===== src/rtl/flip_sched_pkg.sv =====
// flip_sched_pkg: lane-state type, parameter defaults and clog2 helper
package flip_sched_pkg;
  typedef enum logic [1:0] {INIT, HAVE0, HAVE1} lane_st_e;
  localparam int NLANE_DEF = 4;
  localparam int CNT_W_DEF = 8;
  function automatic int clog2(input int n);
    int r;
    r = 0;
    while ((1 << r) < n) r++;
    return r;
  endfunction
endpackage


===== src/rtl/flip_detect_sched_rr_arbiter.sv =====
// rr_arbiter: one-hot grant to the first requesting lane at or after ptr
module rr_arbiter
  import flip_sched_pkg::*;
#(
  parameter int N  = NLANE_DEF,
  parameter int LW = clog2(N)
) (
  input  logic [N-1:0]  req,
  input  logic [LW-1:0] ptr,
  output logic [N-1:0]  gnt
);
  logic          found;
  logic [LW:0]   s;
  logic [LW-1:0] idx;
  always_comb begin
    gnt = '0;
    found = 1'b0;
    s = '0;
    idx = '0;
    for (int i = 0; i < N; i++) begin
      s = {1'b0, ptr} + (LW+1)'(i);
      idx = (s >= (LW+1)'(N)) ? LW'(s - (LW+1)'(N)) : s[LW-1:0];
      if (!found && req[idx]) begin
        gnt[idx] = 1'b1;
        found = 1'b1;
      end
    end
  end
endmodule


===== src/rtl/flip_detect_sched.sv =====
// flip_detect_sched: round-robin serial lanes, per-lane bit-flip detection and saturating counters
module flip_detect_sched
  import flip_sched_pkg::*;
#(
  parameter  int NLANE = NLANE_DEF,
  parameter  int CNT_W = CNT_W_DEF,
  localparam int LW    = clog2(NLANE)
) (
  input  logic             clk,
  input  logic             rst,
  input  logic [NLANE-1:0] req,
  input  logic [NLANE-1:0] ser_in,
  input  logic             clr_cnt,
  input  logic [LW-1:0]    cnt_sel,
  output logic [NLANE-1:0] gnt,
  output logic             det_vld,
  output logic             det,
  output logic [LW-1:0]    det_lane,
  output logic [CNT_W-1:0] cnt_out
);
  logic [LW-1:0]    ptr_q, ptr_d, lane_q, lane_d, k;
  logic [NLANE-1:0] arb_gnt;
  lane_st_e         st_q [NLANE], st_d [NLANE];
  logic [CNT_W-1:0] cnt_q [NLANE], cnt_d [NLANE];
  logic             vld_q, vld_d, det_q, det_d, hit, b;
  rr_arbiter #(.N(NLANE), .LW(LW)) u_arb (.req(req), .ptr(ptr_q), .gnt(arb_gnt));
  assign gnt = (rst && !clr_cnt) ? arb_gnt : '0;
  assign hit = |gnt;
  always_comb begin
    k = '0;
    for (int i = 0; i < NLANE; i++) if (gnt[i]) k = LW'(i);
  end
  assign ptr_d = !hit ? ptr_q : (k == LW'(NLANE - 1)) ? '0 : k + LW'(1);
  assign b = ser_in[k];
  always_comb begin
    st_d = st_q;
    cnt_d = cnt_q;
    det_d = 1'b0;
    vld_d = hit;
    lane_d = hit ? k : lane_q;
    if (clr_cnt) begin
      st_d = '{default: INIT};
      cnt_d = '{default: '0};
    end else if (hit) begin
      st_d[k] = b ? HAVE1 : HAVE0;
      det_d = (st_q[k] != INIT) && (b != (st_q[k] == HAVE1));
      if (det_d && cnt_q[k] != '1) cnt_d[k] = cnt_q[k] + CNT_W'(1);
    end
  end
  always_ff @(posedge clk or negedge rst) begin
    if (!rst) begin
      ptr_q <= '0;
      st_q <= '{default: INIT};
      cnt_q <= '{default: '0};
      vld_q <= 1'b0;
      det_q <= 1'b0;
      lane_q <= '0;
    end else begin
      ptr_q <= ptr_d;
      st_q <= st_d;
      cnt_q <= cnt_d;
      vld_q <= vld_d;
      det_q <= det_d;
      lane_q <= lane_d;
    end
  end
  assign det_vld = vld_q;
  assign det = det_q;
  assign det_lane = lane_q;
  // reads see the registered count, so a same-cycle increment is not yet visible
  assign cnt_out = (int'(cnt_sel) < NLANE) ? cnt_q[cnt_sel] : '0;
endmodule


===== config.mk =====
export PLATFORM = sky130hd
export DESIGN_NAME = flip_detect_sched
export DESIGN_NICKNAME = d
export VERILOG_FILES = /design/src/rtl/flip_sched_pkg.sv /design/src/rtl/flip_detect_sched_rr_arbiter.sv /design/src/rtl/flip_detect_sched.sv
export SDC_FILE = /design/constraint.sdc
export NUM_CORES = 1
export LEC_CHECK = 0
export ABC_AREA = 1
export CORE_MARGIN = 5
export CORE_UTILIZATION = 59
export DETAILED_ROUTE_END_ITERATION = 10
export GPL_TIMING_DRIVEN = 0
export PLACE_DENSITY_LB_ADDON = 0.1
export SLEW_MARGIN = 20
export SYNTH_ARGS = -nofsm -noshare
export SYNTH_HDL_FRONTEND = slang
export SYNTH_SLANG_ARGS = --single-unit

===== constraint.sdc =====
create_clock -name clk -period 4.5 [get_ports clk]
set_input_delay 1.125 -clock clk [delete_from_list [all_inputs] [get_ports clk]]
set_output_delay 1.125 -clock clk [all_outputs]
set_load 0.005 [all_outputs]

After elaboration in Yosys (flattened, before gate mapping)

Index checks and enable logic that the tools add are counted.

Register bits: 46
Input bits: 13
Output and inout bits: 16
Word-level logic and storage cells: 123

$add $sub $neg: 9
Magnitude comparators: 16
Eq/ne operators: 4
Mux-type cells: 57
Bitwise gates (word level): 5
Reductions and logical operators: 20

Operator list:

| cell                                                                   | count |
|---|---|
| 32-bit 2-to-1 mux                                                      | 3 |
| 8-bit 2-to-1 mux                                                       | 7 |
| 8-bit binary-select mux with 2-bit select                              | 2 |
| 32-bit bitwise mux                                                     | 1 |
| 2-bit 2-to-1 mux                                                       | 11 |
| 4-bit 2-to-1 mux                                                       | 5 |
| 8-bit demux with 2-bit select                                          | 1 |
| 3-bit >= comparator (second input constant)                            | 5 |
| 2-bit by 3-bit < comparator with 1-bit output (second input constant)  | 5 |
| 1-bit 2-to-1 mux                                                       | 15 |
| 4-bit bitwise OR                                                       | 3 |
| 1-bit logical AND                                                      | 11 |
| 1-bit binary-select mux with 2-bit select                              | 5 |
| 8-bit by 1-bit adder with 8-bit output (second input constant)         | 1 |
| 8-bit bitwise mux                                                      | 1 |
| 1-bit demux with 2-bit select                                          | 4 |
| 2-bit by 1-bit >= comparator with 1-bit output (second input constant) | 4 |
| 8-bit != test (second input constant)                                  | 1 |
| 2-bit by 1-bit subtractor with 2-bit output (second input constant)    | 4 |
| 2-bit by 2-bit adder with 3-bit output (second input constant)         | 2 |
| 2-bit NOT with 3-bit output                                            | 2 |
| 2-bit nonzero test                                                     | 3 |
| 2-bit binary-select mux with 2-bit select                              | 1 |
| 2-bit demux with 2-bit select                                          | 1 |
| 9 further kinds                                                        | 13 |

Logic depth before layout (Yosys ltp)

Gate-level depths: netlist of run 1.

Depth in word-level cells: 29
Depth in mapped cells: 27
Depth with buffers taken out: 26

By module

A second synthesis of run 1 with hierarchy kept.

Cells, all modules: 482
Area total of the unflattened synthesis: 3,296.9 um^2

By module, submodules not included:

| module            | times used | cells an instance | area each (um^2) | seq. area each (um^2) |
|---|---|---|---|---|
| flip_detect_sched | 1          | 409               | 2,900.3          | 1,151.1 |
| rr_arbiter        | 1          | 73                | 396.6            | 0.0 |

Worst setup path after synthesis of run 1

Ideal clock, no wire load.

Path kind: input port to flip-flop
From: input port req[3]
To: register cnt_q[4] (netlist name)
Setup time: 0.127 ns
Arrival time: 3.359 ns
Required time: 4.373 ns
Path slack: 1.014 ns
Stages: 25
Path buffers: 2
Cells stage by stage: nand2_1 -> nand3_2 -> nand2_4 -> inv_2 -> nand2_1 -> nand2_1 -> clkinv_1 -> nand2_2 -> nor2_4 -> nand3_4 -> nand2_2 -> buf_4 -> inv_1 -> nand2_1 -> nand3_1 -> nand2_1 -> inv_1 -> ha_1 -> nand2_2 -> nor2_2 -> nand2_1 -> nand3_1 -> buf_4 -> nand3_1 -> o21ai_1

Word-level cells in the longest chain between the ends: 26
Elaborated cells between the ends (all ways): 57
Classes of those cells: add/sub (1); order compare (2); eq/ne (3); mux (33); bitwise (4); reduce/logical (14)

RTL lines:

| what                                                                                            | line                               | text |
|---|---|---|
| from (decl)                                                                                     | flip_detect_sched.sv:11            | `input logic [NLANE-1:0] req,` |
| 1-bit binary-select mux with 2-bit select                                                       | flip_detect_sched_rr_arbiter.sv:23 | `if (!found && req[idx]) begin` |
| 1-bit 2-to-1 mux (implied by the code)                                                          | flip_detect_sched_rr_arbiter.sv:23 |  |
| 1-bit 2-to-1 mux                                                                                | flip_detect_sched_rr_arbiter.sv:23 |  |
| 1-bit logical NOT                                                                               | flip_detect_sched_rr_arbiter.sv:23 |  |
| 1-bit logical AND                                                                               | flip_detect_sched_rr_arbiter.sv:23 |  |
| 1-bit 2-to-1 mux                                                                                | flip_detect_sched_rr_arbiter.sv:23 |  |
| 1-bit logical NOT                                                                               | flip_detect_sched_rr_arbiter.sv:23 |  |
| 1-bit logical AND                                                                               | flip_detect_sched_rr_arbiter.sv:23 |  |
| (+2 left out)                                                                                   | --                                 |  |
| 1-bit logical AND                                                                               | flip_detect_sched_rr_arbiter.sv:23 |  |
| 4-bit 2-to-1 mux (*)                                                                            | flip_detect_sched_rr_arbiter.sv:23 |  |
| 4-bit 2-to-1 mux (*)                                                                            | flip_detect_sched.sv:27            | `assign gnt = (rst && !clr_cnt) ? arb_gnt : '0;` |
| 1-bit 2-to-1 mux                                                                                | flip_detect_sched.sv:31            | `for (int i = 0; i < NLANE; i++) if (gnt[i]) k = LW'(i);` |
| 2-bit 2-to-1 mux                                                                                | flip_detect_sched.sv:31            |  |
| 2-bit 2-to-1 mux (*)                                                                            | flip_detect_sched.sv:31            |  |
| via k[0]                                                                                        | flip_detect_sched.sv:21            | `logic [LW-1:0] ptr_q, ptr_d, lane_q, lane_d, k;` |
| parallel branches: the longest is 10 deep, another holds 8-bit by 1-bit adder with 8-bit output | --                                 |  |
| to (signal assigned)                                                                            | flip_detect_sched.sv:61            | `cnt_q <= cnt_d;` |
| to (decl)                                                                                       | flip_detect_sched.sv:24            | `logic [CNT_W-1:0] cnt_q [NLANE], cnt_d [NLANE];` |

Mark *: on every way through the listed nets, which the timed path passes. The select of a mux whose other input is x is not followed.
A chain may end at the register's enable or synchronous reset.

Worst setup path after layout of run 1

From: input port cnt_sel[0]
To: output port cnt_out[4]

Word-level cells in the longest chain between the ends: 4

RTL lines:

| what                                                | line                    | text |
|---|---|---|
| from (decl)                                         | flip_detect_sched.sv:14 | `input logic [LW-1:0] cnt_sel,` |
| 2-bit NOT with 3-bit output (implied by the code)   | flip_detect_sched.sv:71 | `assign cnt_out = (int'(cnt_sel) < NLANE) ? cnt_q[cnt_sel] : '0;` |
| 8-bit binary-select mux with 2-bit select           | flip_detect_sched.sv:71 |  |
| 8-bit 2-to-1 mux (implied by the code) (2 in a row) | flip_detect_sched.sv:71 |  |
| to (decl)                                           | flip_detect_sched.sv:19 | `output logic [CNT_W-1:0] cnt_out` |

Every way passes these cells. The select of a mux whose other input is x is not followed.

==> impl_metrics.json, run 1 <==
{
  "final-setup-viol-count": 0,
  "tightest_slew_ps": 494,
  "holdBufCountCts": 0,
  "hold_depth": 2,
  "wl_um": 9410,
  "worstRegToRegCells": 26,
  "path_class": "primary input to output pin",
  "syn_inst": 488,
  "max-vdd-ir-drop_uv": 310,
  "drc": 0,
  "num_vias": 3408,
  "hold_start": "cnt_q[16]$_DFFE_PN0P_",
  "cts.htree.levels": 2,
  "critPathMaxFanout": 10,
  "power_density_nw_per_um2": 474,
  "synth_edf_count": 0,
  "fin_crit_sh_pct": 97.3,
  "totalPowerFinal_uw": 1850,
  "period_minus_slack_ps": 4380,
  "status": "completed",
  "antenna_found_initial": 0,
  "critPathMostFrequentCell": "clkdlybuf4s50_1",
  "cpMaxStageDelayCell": "clkdlybuf4s50_1",
  "pre_cts_ws_ps": -137,
  "cp.required_ps": 3380,
  "hpwl_um": 6960,
  "fmax_mhz": 228,
  "clkTransAtPathRegs_ps": 90,
  "start_util_pct": 61.0,
  "drive_above_1_share_pct": 13.1,
  "area_growth_pct": 16.1,
  "firstDrtPassIters": 5,
  "cp_top_family": "buffers and inverters",
  "relSlewSlack_pct": 67.1,
  "syn_area_um2": 3360,
  "syn_area_per_cell_um2": 6.88,
  "tns_ps": 0,
  "max-cap-violations": 0,
  "cts_tree": "yes",
  "grt-ovfl-total": 0,
  "core-area_um2": 5510,
  "fillers": 471,
  "synth_cell_types": 34,
  "leakagePower_uw": 0.00200,
  "cp-start-kind": "primary input",
  "critPathCaptureType": "output pin",
  "slew_violations": 0,
  "io_pins": 29,
  "drt_iter0_drc": 310,
  "die_h_um": 85.5,
  "num_antenna_cells": 0,
  "sequentialPowerShare_pct": 27.1,
  "clockBufferDepth": 2,
  "ys_ff_latch": 46,
  "synth_seq_area_share_pct": 34.3,
  "avgRoutedWirePerCell_um": 15.7,
  "fp-row-count": 27,
  "die-width_um": 85.5,
  "cts_buffers": 5,
  "switching_power_uw": 886,
  "via_per_inst": 5.69,
  "io_buffers": 28,
  "clk_latency_ps": 310,
  "syn-num-nets": 513,
  "yosys_warnings": 0,
  "slowest_delay_ps": 560,
  "grtUsageTotal_pct": 27.3,
  "p_sw_share_pct": 47.9,
  "worstPathArrival_ps": 3250,
  "p_int_uw": 965,
  "fin_util_pct": 70.8,
  "clock_skew_ps": 7.41,
  "hold_ws_ps": 485,
  "grt_max_degree": 30,
  "timing.rr.start": "ptr_q[0]$_DFFE_PN0P_",
  "path_cells": "clkdlybuf4s50_1 > inv_1 > clkbuf_1 > nor2_1 > o22ai_1 > clkdlybuf4s50_1",
  "reg2reg_to": "cnt_q[31]$_DFFE_PN0P_",
  "rrSetupSlack_ps": 520,
  "worstPathBufferInverterCount": 4,
  "final_hold_viol_count": 0,
  "fin_ws_ps": 121,
  "cts.sinks": 46,
  "grt_pass1_vias": 3285,
  "die-area_um2": 7300,
  "p_comb_share_pct": 55.9,
  "fin_nets": 551,
  "min_path_type": "flip-flop to flip-flop",
  "async_flop_share_pct": 100,
  "power_frac_clock_pct": 17.0,
  "grt_pass1_wl_um": 15800,
  "synthFlopType": "dfrtp_1",
  "globalplace.congestion": 0.916,
  "rsz0062_at_grt": "no",
  "whs_endpoint": "cnt_q[16]$_DFFE_PN0P_",
  "root_buffer": "clkbuf_8",
  "antenna_left": 0
}
[placed cells by master, fill, tap and decap left out, drive strengths merged]
master / instances
dfrtp: 46
nor3: 2
clkinvlp: 1
o21ai: 28
o22ai: 13
nor2: 35
or2: 1
clkinv: 2
a221oi: 1
clkbuf: 9
buf: 13
nand2: 208
inv: 49
nand4: 1
ha: 12
nand3b: 8
a21oi: 7
clkdlybuf4s50: 27
bufinv: 1
nand3: 62
o21bai: 1
[Yosys cell counts, types with 2 or more instances]
cell type    n  area (um^2)
a21oi_1      6         30.0
buf_2        2         10.0
buf_4        3         22.5
buf_6        4         45.0
clkbuf_1     3         11.3
clkinv_1     2         7.51
dfrtp_1     46         1150
ha_1        12          150
inv_1       44          165
inv_2        4         15.0
nand2_1    190          713
nand2_2     10         62.6
nand2_4      7         78.8
nand3_1     56          280
nand3_2      5         50.1
nand3b_1     8         60.1
nor2_1      26         97.6
nor2_2       6         37.5
nor2_4       2         22.5
o21ai_0     24          120
o21ai_1      3         15.0
o22ai_1     13         81.3
[worst max-delay path by stage]
stage	start	end	slack, ps	cells past startpoint
2_1_floorplan	req[3]	cnt_q[4]$_DFFE_PN0P_	1010	25
4_1_cts	req[1]	gnt[3]	20	12
3_3_place_gp	rst	gnt[3]	-1640	7
6_report	cnt_sel[0]	cnt_out[4]	120	6
5_1_grt	req[2]	gnt[3]	20	13
3_5_place_dp	clr_cnt	gnt[3]	-140	8
[area by class of cell]
class                   instances  area [um^2]  share of cell area, %
multi-input cells             379         1950                   50.0
flip-flops and latches         46         1150                   29.5
repair buffers                 31          310                   7.96
inverters                      51          195                   5.00
plain buffers                  12         95.1                   2.44
well taps                      72         90.1                   2.31
clock buffers                   6         72.6                   1.86
clock inverters                 2         37.5                  0.962
[metal layers]
layer  track usage (%)  vias up  part of all wire (%)
met5                 0        -                     0
met4              8.92        0                   2.3
met3              5.05       28                   8.8
met2              43.6      162                    45
met1              37.2     1580                    44
li1                  -     1638                     -
[power by group through the flow]
stage	registers, uW	clock network (uW)	logic [uW]
2_1_floorplan	500	0	704
3_3_place_gp	505	0	957
3_5_place_dp	509	0	987
4_1_cts	500	317	993
5_1_grt	508	337	1140
6_report	501	315	1030
[metrics by stage]
step | cell area (um^2) | instances
floorplan | 3360 | 488
global placement | 3730 | 588
CTS | 3860 | 597
detailed placement | 3740 | 589
global route | 3900 | 599
finish | 3900 | 599
[worst min-delay path, stage by stage (launching register included)]
cell and delay (ps):
dfrtp_1 350, nand2_1 60, nand2_1 50
[repair_timing]
action                                  in CTS  in global routing
pin swaps                                    0                  1
buffers inserted                             0                  2
endpoints found under the setup margin       1                 25
gates resized for setup                      2                 10
[registers in the layout, indices dropped and copies added, names as in the netlist]
name	flops
det	1
ptr_q	2
cnt_q	32
det_lane	2
det_vld	1
st_q	8
[kinds of logic after synthesis]
| kind of cell | share of synthesized area, % |
|---|---|
| AO/OA/AOI/OAI | 8.57 |
| adder cells (fa/ha/maj) | 4.47 |
| buffers and inverters | 8.42 |
| flip-flops | 34.3 |
| AND/OR/NAND/NOR | 44.3 |
No activity file was read; power rests on OpenSTA's default activity.
==> run 2, diff against run 1 <==
CORE_UTILIZATION = 63   (was 59)
clock period = 5.2 ns   (was 4.5 ns; I/O delays follow)
==> run 2 against run 1 <==
Critical path depth grew 2. Non-clock buffer count shrank 2. Sequential cell count is the same. First-iteration DRC count grew 3.2%. Clock-buffer cell count is the same. Routed wire length grew 1.5%. Die area shrank 5.6%. Final cell count shrank 0.67%. Setup slack gained 0.63 ps.
==> impl_metrics.json, run 2 (same netlist as run 1, synthesis figures left out) <==
{
  "status": "completed",
  "cts_tree": "yes",
  "core-area_um2": 5140,
  "fmax_mhz": 197,
  "clkTransAtPathRegs_ps": 90,
  "period_minus_slack_ps": 5080,
  "final_cells": 595,
  "worstPathArrival_ps": 3780,
  "cp.required_ps": 3900,
  "final_cell_mix": "nand2_1 (190), nand3_1 (56), dfrtp_1 (46)",
  "firstDrtPassIters": 6,
  "area_growth_pct": 14.7,
  "min_path_type": "flip-flop to flip-flop",
  "drc": 0,
  "tightest_slew_ps": 544,
  "drive_above_1_share_pct": 11.4,
  "cts.htree.levels": 2,
  "stdcell_area_um2": 3850,
  "clockBufferDepth": 2,
  "root_buffer": "clkbuf_8",
  "num_vias": 3490,
  "leakagePower_uw": 0.00199,
  "hold_ws_ps": 478,
  "start_util_pct": 65.4,
  "place_area_um2": 3740,
  "die-width_um": 83.0,
  "wl_um": 9550,
  "grt_pass1_vias": 3266,
  "rsz0062_at_grt": "no",
  "final-setup-viol-count": 0,
  "largest_register_ffs": 32,
  "top_register": "cnt_q",
  "grt-ovfl-total": 0,
  "max-cap-violations": 0,
  "grt_pass1_wl_um": 15500,
  "cp-start-kind": "primary input",
  "final_hold_viol_count": 0,
  "fillers": 448,
  "postCtsResizedCells": 0,
  "final_common_cell": "nand2_1",
  "cts_buffers": 5,
  "via_per_inst": 5.87,
  "power_density_nw_per_um2": 411,
  "die_h_um": 83.0,
  "fin_nets": 549,
  "critPathMaxFanout": 10,
  "dp.cells": 587,
  "die-area_um2": 6890,
  "cts.sinks": 46,
  "holdBufCountCts": 0,
  "path_class": "primary input to output pin",
  "fin_crit_sh_pct": 97.7,
  "critPathCaptureType": "output pin",
  "fp-row-count": 26,
  "antenna_found_initial": 0,
  "grtUsageTotal_pct": 27.6,
  "slew_violations": 0,
  "io_buffers": 28,
  "hold_depth": 2,
  "max-vdd-ir-drop_uv": 307,
  "hpwl_um": 7030,
  "num_antenna_cells": 0,
  "clk_latency_ps": 300,
  "antenna_left": 0,
  "avgRoutedWirePerCell_um": 16.0,
  "worstRegToRegCells": 25,
  "grt_max_degree": 26,
  "post_cts_buffers": 0,
  "globalplace.congestion": 0.903,
  "drt_iter0_drc": 320,
  "top_regs": "cnt_q x32, st_q x8",
  "io_pins": 29,
  "relSlewSlack_pct": 63.7,
  "clock_skew_ps": 7.35,
  "totalPowerFinal_uw": 1590
}
## run 2: cell types whose count changed in the layout (fill, tap and decap cells not counted), moves of 2 or more
cell,previous run,this run
buf_4,5,3
nand2_1,187,190
nand2_2,13,10
nor2_1,24,26
nor2_4,4,2
## run 2: worst paths after layout
check	slack, ps	start	end
min in group asynchronous	970	rst	det_lane[1]$_DFFE_PN0P_
hold reg to reg	480	det_lane[1]$_DFFE_PN0P_	det_lane[1]$_DFFE_PN0P_
setup reg to reg	980	ptr_q[0]$_DFFE_PN0P_	cnt_q[28]$_DFFE_PN0P_
max in group asynchronous	3710	rst	cnt_q[1]$_DFFE_PN0P_
setup / recovery	120	clr_cnt	gnt[3]
hold / removal	480	det_lane[1]$_DFFE_PN0P_	det_lane[1]$_DFFE_PN0P_
## run 2: power breakdown
group	switching (uW)	internal, uW	total (uW)
Combinational	594	285	880
Clock	129	144	272
Sequential	35.6	398	433
## run 2: layout make-up
class / count / area [um^2] / share of cell area [%]
sequential: 46 / 1150 / 29.9
buffer: 12 / 88.8 / 2.31
clock inverter: 2 / 37.5 / 0.974
inverter: 51 / 194 / 5.03
multi-input combinational: 379 / 1930 / 50.0
tap: 70 / 87.6 / 2.27
clock buffer: 6 / 72.6 / 1.88
timing repair buffer: 29 / 295 / 7.66
## run 2: worst max-delay path, cell delays in order
cell and delay (ps):
clkdlybuf4s50_1 530, clkinv_1 330, nand2_1 300, inv_1 170, nand2_4 170, buf_2 290
inv_1 200, clkdlybuf4s50_1 480
## run 2: per-layer routing
metal | up-vias | routed length (um) | GRT usage, % | part of all wire, %
met5 | - | 0 | 0 | 0
met4 | 0 | 368 | 12.3 | 3.9
met3 | 69 | 913 | 4.55 | 9.6
met2 | 237 | 4370 | 44.5 | 46
met1 | 1553 | 3890 | 36.2 | 41
li1 | 1631 | - | - | -
## run 2: through the flow
| step | TNS, ps | worst slack, ps | util [%] |
|---|---|---|---|
| after floorplan | 0 | 1540 | - |
| after global placement | -33750 | -1270 | 72.5 |
| after detailed placement | 0 | 177 | 72.8 |
| after CTS | 0 | 179 | 75.0 |
| after global routing | 0 | 37.3 | 75.0 |
| final | 0 | 121 | 75.0 |
==> run 3, diff against run 2 <==
CTS_CLUSTER_DIAMETER = 50   (was unset)
==> results of run 3 <==
Same layout as run 2: the final DEF is identical, and so are final timing and power.
